$ cat config.mk
export PLATFORM = sky130hd
export DESIGN_NAME = rx_pix_pack
export DESIGN_NICKNAME = d
export VERILOG_FILES = /design/src/rtl/rx_pix_pack.sv
export SDC_FILE = /design/constraint.sdc
export NUM_CORES = 1
export LEC_CHECK = 0
export BUFFER_PORTS_ARGS = -buffer_cell sky130_fd_sc_hd__buf_4
export CAP_MARGIN = 20
export CORE_MARGIN = 2
export CORE_UTILIZATION = 45
export DETAILED_ROUTE_END_ITERATION = 7
export PLACE_DENSITY = 0.58
export SLEW_MARGIN = 20
export SYNTH_ARGS = -nofsm -noshare
export SYNTH_HDL_FRONTEND = slang
export SYNTH_HIERARCHICAL = 1
export SYNTH_SLANG_ARGS = --single-unit
export TNS_END_PERCENT = 30
$ cat constraint.sdc
create_clock -name clk -period 4.1 [get_ports clk]
set_input_delay 0.205 -clock clk [delete_from_list [all_inputs] [get_ports clk]]
set_output_delay 0.205 -clock clk [all_outputs]
set_load 0.1 [all_outputs]
$ cat src/rtl/rx_pix_pack.sv
// Receive-side RGB444 pixel packer: rebuilds frame geometry from the CC1200 sample stream and emits AXI4-Stream video.
// One cycle from an accepted sample to tvalid; a full FIFO drops samples and flags Overflow while geometry keeps advancing.

module pix_fifo #(
  parameter int W     = 14,
  parameter int DEPTH = 16
) (
  input  logic         clk,
  input  logic         rstn,
  input  logic         push,
  input  logic         pop,
  input  logic [W-1:0] din,
  output logic [W-1:0] dout,
  output logic         full,
  output logic         empty
);
  // Caller guarantees push only when !full || pop, and pop only when !empty.
  localparam int AW = $clog2(DEPTH);

  logic [W-1:0]  mem [DEPTH];
  logic [AW-1:0] wr_ptr;
  logic [AW-1:0] rd_ptr;
  logic [AW:0]   count;

  always_ff @(posedge clk) begin
    if (!rstn) begin
      wr_ptr <= '0;
      rd_ptr <= '0;
      count  <= '0;
    end else begin
      if (push) wr_ptr <= wr_ptr + AW'(1);
      if (pop)  rd_ptr <= rd_ptr + AW'(1);
      case ({push, pop})
        2'b10:   count <= count + (AW+1)'(1);
        2'b01:   count <= count - (AW+1)'(1);
        default: count <= count;
      endcase
    end
  end

  always_ff @(posedge clk) begin
    if (push) mem[wr_ptr] <= din;
  end

  assign dout  = mem[rd_ptr];
  assign full  = (count == (AW+1)'(DEPTH));
  assign empty = (count == '0);
endmodule

module rx_pix_pack #(
  parameter int LINE_PIX    = 640,
  parameter int FRAME_LINES = 480,
  parameter int FIFO_DEPTH  = 16
) (
  input  logic        clk,
  input  logic        rstn,
  input  logic        RxValid,
  input  logic [11:0] RxData,
  input  logic        FrameSync,
  output logic [23:0] m_axis_video_tdata,
  output logic        m_axis_video_tvalid,
  input  logic        m_axis_video_tready,
  output logic        m_axis_video_tlast,
  output logic        m_axis_video_tuser,
  output logic        Overflow,
  output logic        ShortFrame,
  output logic [15:0] FrameCnt
);
  localparam int CW = (LINE_PIX > 1) ? $clog2(LINE_PIX) : 1;
  localparam int RW = (FRAME_LINES > 1) ? $clog2(FRAME_LINES) : 1;
  localparam logic [CW-1:0] COL_LAST = CW'(LINE_PIX - 1);
  localparam logic [RW-1:0] ROW_LAST = RW'(FRAME_LINES - 1);

  typedef enum logic {IDLE, RUN} state_t;

  state_t        state, state_nxt;
  logic [CW-1:0] col, col_nxt, cur_col;
  logic [RW-1:0] row, row_nxt, cur_row;
  logic          sof_arm, sof_nxt, cur_sof;
  logic          accept, eol, last_pix, frame_done;
  logic          push, pop, full, empty, drop;
  logic [13:0]   head;

  // A sync in the same cycle as a sample is applied first, so the sample lands at (0,0) with sof.
  always_comb begin
    cur_col    = FrameSync ? '0 : col;
    cur_row    = FrameSync ? '0 : row;
    cur_sof    = FrameSync | sof_arm;
    accept     = RxValid && (state == RUN || FrameSync);
    eol        = (cur_col == COL_LAST);
    last_pix   = eol && (cur_row == ROW_LAST);
    state_nxt  = state;
    col_nxt    = cur_col;
    row_nxt    = cur_row;
    sof_nxt    = cur_sof;
    frame_done = 1'b0;
    if (FrameSync) state_nxt = RUN;
    if (accept) begin
      sof_nxt = 1'b0;
      if (eol) begin
        col_nxt = '0;
        row_nxt = last_pix ? '0 : cur_row + RW'(1);
      end else begin
        col_nxt = cur_col + CW'(1);
      end
      if (last_pix) begin
        state_nxt  = IDLE;
        frame_done = 1'b1;
      end
    end
  end

  assign pop  = !empty && m_axis_video_tready;
  assign push = accept && (!full || pop);
  assign drop = accept && full && !pop;

  always_ff @(posedge clk) begin
    if (!rstn) begin
      state      <= IDLE;
      col        <= '0;
      row        <= '0;
      sof_arm    <= 1'b0;
      Overflow   <= 1'b0;
      ShortFrame <= 1'b0;
      FrameCnt   <= '0;
    end else begin
      state    <= state_nxt;
      col      <= col_nxt;
      row      <= row_nxt;
      sof_arm  <= sof_nxt;
      if (drop) Overflow <= 1'b1;
      if (FrameSync && state == RUN) ShortFrame <= 1'b1;
      if (frame_done) FrameCnt <= FrameCnt + 16'd1;
    end
  end

  pix_fifo #(.W(14), .DEPTH(FIFO_DEPTH)) u_fifo (
    .clk   (clk),
    .rstn  (rstn),
    .push  (push),
    .pop   (pop),
    .din   ({cur_sof, eol, RxData}),
    .dout  (head),
    .full  (full),
    .empty (empty)
  );

  // Payload is masked while empty so stale RAM never reaches the port.
  assign m_axis_video_tvalid = !empty;
  assign m_axis_video_tlast  = !empty && head[12];
  assign m_axis_video_tuser  = !empty && head[13];
  assign m_axis_video_tdata  = empty ? 24'd0 :
    {head[11:8], head[11:8], head[7:4], head[7:4], head[3:0], head[3:0]};
endmodule

==> impl_metrics.tcl, run 1 <==
set metrics [dict create \
    dpl.cell_count 1081 \
    irDropWorstVdd_v 0.00146 \
    io_buffers 61 \
    vias_per_cell 5.69 \
    slew_violations 0 \
    instances_no_fill 1145 \
    worst_pin_slew_ns 1.21 \
    final_nets 824 \
    cts_made_buffers 29 \
    globalRouteMet3Util 0.0299 \
    ys_ff_latch 280 \
    grt_pass1_wl_um 37500 \
    use_met1 0.244 \
    status "finished, final reports clean" \
    final_cell_mix "edfxtp_1 (224), buf_4 (66), dfxtp_1 (54)" \
    syn_inst 730 \
    power.density_nw_per_um2 657 \
    slew_headroom 0.195 \
    netlist_area_um2 11600 \
    finalCritPeriodShare 0.820 \
    crit_slowest_cell "or4_1" \
    clock_path_buffers 3 \
    yosys_warnings 6 \
    grt_use_total 0.183 \
    final_common_cell "edfxtp_1" \
    grt_pass1_vias 6601 \
    cp-end-kind "register" \
    seq_area_frac_synth 0.674 \
    clock_sinks 280 \
    wl_per_cell_um 21.3 \
    async_reset_ff_frac 0 \
    syn2layout_area_growth_pct 14.0 \
    drt-pass1-iter-count 4 \
    clk_latency_ns 0.53 \
    setup_tns_ns 0 \
    clockRootBuffer "clkbuf_16" \
    grt-busiest-layer "met2" \
    setup_viol 0 \
    hpwl_um 14700 \
    drc 0 \
    rsz0062_at_grt "false" \
    syn_avg_cell_area_um2 16.0 \
    diodes 0 \
    fin_crit_ns 3.36 \
    gp_congestion 0.796 \
    synth_cell_types 53 \
    top_level_ports 62 \
    crit_type "register to register" \
    core.rowCount 58 \
    routed_wl_um 24400 \
    critPathMaxFanout 9 \
    setup.worst_path.start_class "register" \
    synth-edff-count 224 \
    critPathArrivalTime_ns 3.84 \
    num_vias 6520 \
    antenna_found_initial 0 \
    core-area_um2 25300 \
    grt_max_degree 54 \
    drive_above_1_share 0.204 \
    worst_hold_path_type "input port to register" \
    post_cts.repair.setup_buffers 0 \
    synth-main-ff-cell "edfxtp_1" \
    htreeDepth 1 \
    fmax_mhz 297 \
    drt_iter0_drc 475 \
    die-width_um 165 \
    cp.required_ns 4.57 \
    final.setup_skew_ns 0.00942 \
    dieArea_um2 27200 \
    reg2reg_slack_ns 0.74 \
    ant_nets 0 \
    die_y_um 165 \
    crit_chain "or4_1 -> nor2_1 -> inv_1 -> nand2_1 -> a21oi_1 -> buf_4 -> inv_1 -> ha_1 -> xor2_1 -> ha_1 -> o21ai_0 -> or3_1 -> a2111oi_0 -> nand4b_1" \
    syn_nets 759 \
    start_util 0.460 \
    path_clk_slew_ns 0.06 \
    use_met2 0.311 \
    hold_violations 0 \
    cts_tree "done" \
    leakage_nw 4.40 \
    critPathMaxStageDelay_ns 0.54 \
    drv_cap 0 \
    grt_overflow 0 \
]
==> cells by family after synthesis <==
family	synth area share
muxes	0.126
and+or+nand+nor	0.104
buffers and inverters	0.0298
DFF	0.674
AOI/OAI and AO/OA	0.0415
adders and majority gates	0.0129
xor gates and xnor gates	0.0120
==> cells in the mapped netlist, types with 2 or more instances <==
cell	count	share of area
nand4_4	2	0.0037
and2_1	18	0.0097
ha_1	12	0.013
mux4_1	6	0.014
nand3_1	12	0.0052
nor2b_1	24	0.013
a21oi_1	15	0.0064
nand2b_1	15	0.0081
buf_4	14	0.0090
and2b_1	2	0.0013
and4b_1	2	0.0017
nor4_1	15	0.0081
and4_1	4	0.0030
nand4_1	13	0.0070
o31a_1	2	0.0015
xor2_1	9	0.0068
buf_2	9	0.0039
or3_1	9	0.0048
o21ai_0	11	0.0047
nor2_1	27	0.0087
dfxtp_1	56	0.096
mux2i_1	17	0.015
a22oi_1	28	0.018
or4_1	4	0.0026
a31oi_1	2	0.0011
inv_1	14	0.0045
o21a_1	2	0.0013
buf_6	5	0.0048
edfxtp_1	224	0.58
mux4_2	50	0.097
clkbuf_1	16	0.0052
nand2_1	50	0.016
o31ai_1	4	0.0026
and3_1	6	0.0032
xnor2_1	7	0.0053
nand4b_1	3	0.0023
o211ai_1	2	0.0013
nor3_1	4	0.0017
==> final cells by class <==
cell class	count	area (um2)
fill	2054	12000
sequential	280	7850
multi-input combinational	389	3460
clock buffer	38	769
timing repair buffer	80	646
tap	330	413
clock inverter	13	86.3
inverter	15	56.3
==> per-stage QoR <==
| stage | area [um2] | hold WS (ns) | power [W] | setup WS (ns) | util |
|---|---|---|---|---|---|
| floorplan | 11600 | 0.304 | 0.00594 | 0.394 | - |
| global placement | 12300 | 0.455 | 0.00639 | 0.932 | 0.485 |
| detailed placement | 12300 | 0.466 | 0.00643 | 0.781 | 0.485 |
| CTS | 13300 | 0.0789 | 0.00882 | 0.747 | 0.524 |
| global route | 13300 | 0.101 | 0.00910 | 0.446 | 0.524 |
| finish | 13300 | 0.102 | 0.00873 | 0.736 | 0.524 |
==> state kept, by name, summed over array words and instances, names as in the netlist, 4 cells and up, named ones only <==
| signal | count |
|---|---|
| u_fifo/mem | 224 |
| FrameCnt | 16 |
| col | 10 |
| row | 9 |
| u_fifo/count | 5 |
| u_fifo/rd_ptr | 4 |
| u_fifo/wr_ptr | 4 |
==> what timing repair did <==
item / CTS / global route
hold buffers: 13 / 0
hold endpoints to repair: 194 / 0
gates resized for setup: 0 / 0
==> path summary, 6_finish.rpt <==
| path | start | cells past startpoint | end |
|---|---|---|---|
| worst max-delay path | u_fifo/count[1]$_SDFFE_PN0P_ | 14 | u_fifo/count[4]$_SDFFE_PN0P_ |
| worst min-delay path | rstn | 2 | FrameCnt[1]$_SDFFE_PN0P_ |
| worst max register to register | u_fifo/count[1]$_SDFFE_PN0P_ | 14 | u_fifo/count[4]$_SDFFE_PN0P_ |
| worst min register to register | ShortFrame$_SDFFE_PN0P_ | 2 | ShortFrame$_SDFFE_PN0P_ |
==> report_power, final <==
group / leakage [nW] / internal (W) / switching (W)
registers: 2.47 / 0.00315 / 0.000105
clock network: 0.421 / 0.00137 / 0.00101
logic: 1.51 / 0.000867 / 0.00222
total: 4.40 / 0.00539 / 0.00334
==> per-layer routing <==
layer	vias to the layer above	routed length, um
li1	2968	-
met1	3338	10700
met2	184	12000
met3	30	1250
met4	0	510
met5	-	0
==> critical path, delay by kind of cell (launching register included) <==
kind	cells	cell delay (ns)
AOI/OAI and AO/OA	3	0.52
xor gates and xnor gates	1	0.19
adders and majority gates	2	0.55
buffers and inverters	3	0.37
DFF	1	0.37
and+or+nand+nor	5	1.29
No activity file was read; power rests on OpenSTA's default activity.
==> run 2, diff against run 1 <==
- clock period: 4.1 -> 3.15 ns (I/O delays scaled with it)
==> run 2 against run 1 <==
Net effect:
- worst hold slack worse by 0.081 ns
- total power is 36% higher
- highest routed layer unchanged
- combinational power is 34% higher
==> impl_metrics.tcl, run 2 (synthesis gave the netlist of run 1 again) <==
set metrics [dict create \
    num_vias 6597 \
    critPathMaxStageDelay_ns 0.57 \
    drive_above_1_share 0.232 \
    critPathMaxFanout 5 \
    final_common_cell "edfxtp_1" \
    final_cell_mix "edfxtp_1 (224), buf_4 (81), dfxtp_1 (53)" \
    fin_crit_ns 3.00 \
    clock_path_buffers 3 \
    leakage_nw 4.54 \
    vias_per_cell 5.66 \
    status "finished, final reports clean" \
    finalCritPeriodShare 0.951 \
    instances_no_fill 1166 \
    path_clk_slew_ns 0.06 \
    drc 0 \
    dpl.cell_count 1098 \
    rsz0062_at_grt "false" \
    grt_use_total 0.187 \
    irDropWorstVdd_v 0.00176 \
    dieArea_um2 27200 \
    grt_max_degree 40 \
    worst_hold_path_type "input port to register" \
    final.setup_skew_ns 0.00991 \
    crit_type "register to register" \
    post_cts.repair.setup_buffers 0 \
    final_nets 842 \
    die_y_um 165 \
    clock_sinks 280 \
    die-width_um 165 \
    fillers 2007 \
    hold_slack_ns 0.0202 \
    grt_pass1_wl_um 38100 \
    grt_overflow 0 \
    fmax_mhz 334 \
    critPathMostFrequentCell "ha_1" \
    slew_headroom 0.308 \
    drv_cap 0 \
    cp_top_family "simple AND/OR/NAND/NOR gates" \
    wl_per_cell_um 21.3 \
    power.density_nw_per_um2 871 \
    reg.largest.list "u_fifo/mem (224), FrameCnt (16), col (10)" \
    drt_iter0_drc 429 \
    largest_reg_flops 224 \
    crit_chain "or4_4 -> nor2_4 -> clkinvlp_4 -> nand2_2 -> a21oi_1 -> inv_2 -> ha_1 -> xor2_1 -> ha_1 -> o21ai_0 -> or3_1 -> a2111oi_2 -> nand4b_1" \
    cp-end-kind "register" \
    ant_nets 0 \
    setup_viol 0 \
    io_buffers 61 \
    grt_pass1_vias 6678 \
    cts_made_buffers 30 \
    core-area_um2 25300 \
    regMostFlops "u_fifo/mem" \
    diodes 0 \
    core.rowCount 58 \
    clk_latency_ns 0.54 \
    antenna_found_initial 0 \
    gp_congestion 0.792 \
    cts_tree "done" \
    slew_violations 0 \
    critPathArrivalTime_ns 3.47 \
    syn2layout_area_growth_pct 16.5 \
    crit_slowest_cell "or4_4" \
    hpwl_um 15300 \
    htreeDepth 1 \
    routed_wl_um 24800 \
    top_level_ports 62 \
    worst_pin_slew_ns 1.04 \
    start_util 0.460 \
    cp_num_buf_inv 2 \
    setup.worst_path.start_class "register" \
    clockRootBuffer "clkbuf_16" \
    cp.required_ns 3.63 \
    hold_violations 0 \
    drt-pass1-iter-count 5 \
]
[run 2: per-stage QoR]
stage               area, um2  power, W  TNS, ns  worst slack (ns)  utilization
floorplan               11700   0.00778   -0.662            -0.428            -
global placement        12500   0.00845        0             0.104        0.492
detailed placement      12500   0.00850        0            0.0361        0.492
CTS                     13600    0.0119        0           0.00569        0.535
global route            13600    0.0123        0            0.0158        0.536
finish                  13600    0.0118        0             0.153        0.536
[run 2: worst paths after layout]
check                                     from                            to  slack [ns]  depth (start not counted)
setup reg to reg  u_fifo/count[0]$_SDFFE_PN0P_  u_fifo/count[4]$_SDFFE_PN0P_        0.15                         13
setup / recovery  u_fifo/count[0]$_SDFFE_PN0P_  u_fifo/count[4]$_SDFFE_PN0P_        0.15                         13
hold reg to reg      FrameCnt[15]$_SDFFE_PN0P_     FrameCnt[15]$_SDFFE_PN0P_        0.48                          2
hold / removal             m_axis_video_tready         Overflow$_SDFFE_PN0P_        0.02                          4
[run 2: power by group]
part	leakage (nW)	total, W	internal [W]	switching [W]
registers	2.47	0.00426	0.00410	0.000161
clock network	0.468	0.00342	0.00205	0.00137
logic	1.60	0.00415	0.00121	0.00294
[run 2: layer usage]
metal,global-route usage,routed length [um]
met1,0.257,10900
met2,0.316,12200
met3,0.0271,1250
met4,0.0455,490
met5,0,0
[run 2: final cells by class]
type,instances,area [um2],share of cell area
Clock buffer,42,817,0.0602
Clock inverter,13,145,0.0107
Tap cell,330,413,0.0304
Timing Repair Buffer,97,798,0.0588
Sequential cell,280,7850,0.579
Multi-Input combinational cell,389,3490,0.257
Inverter,15,60.1,0.00442
[run 2: worst reg2reg max path: cells and delay by family (launching register included)]
kind / cells / cell delay, ns
adders and majority gates: 2 / 0.38
xor gates and xnor gates: 1 / 0.17
buffers and inverters: 2 / 0.21
AOI/OAI and AO/OA: 3 / 0.47
and+or+nand+nor: 5 / 1.33
DFF: 1 / 0.36
[run 2: repair_timing]
item                       CTS  global route
hold buffers                13             0
gates resized for setup      0             4
hold endpoints to repair   195             0
setup endpoints to repair    0             1
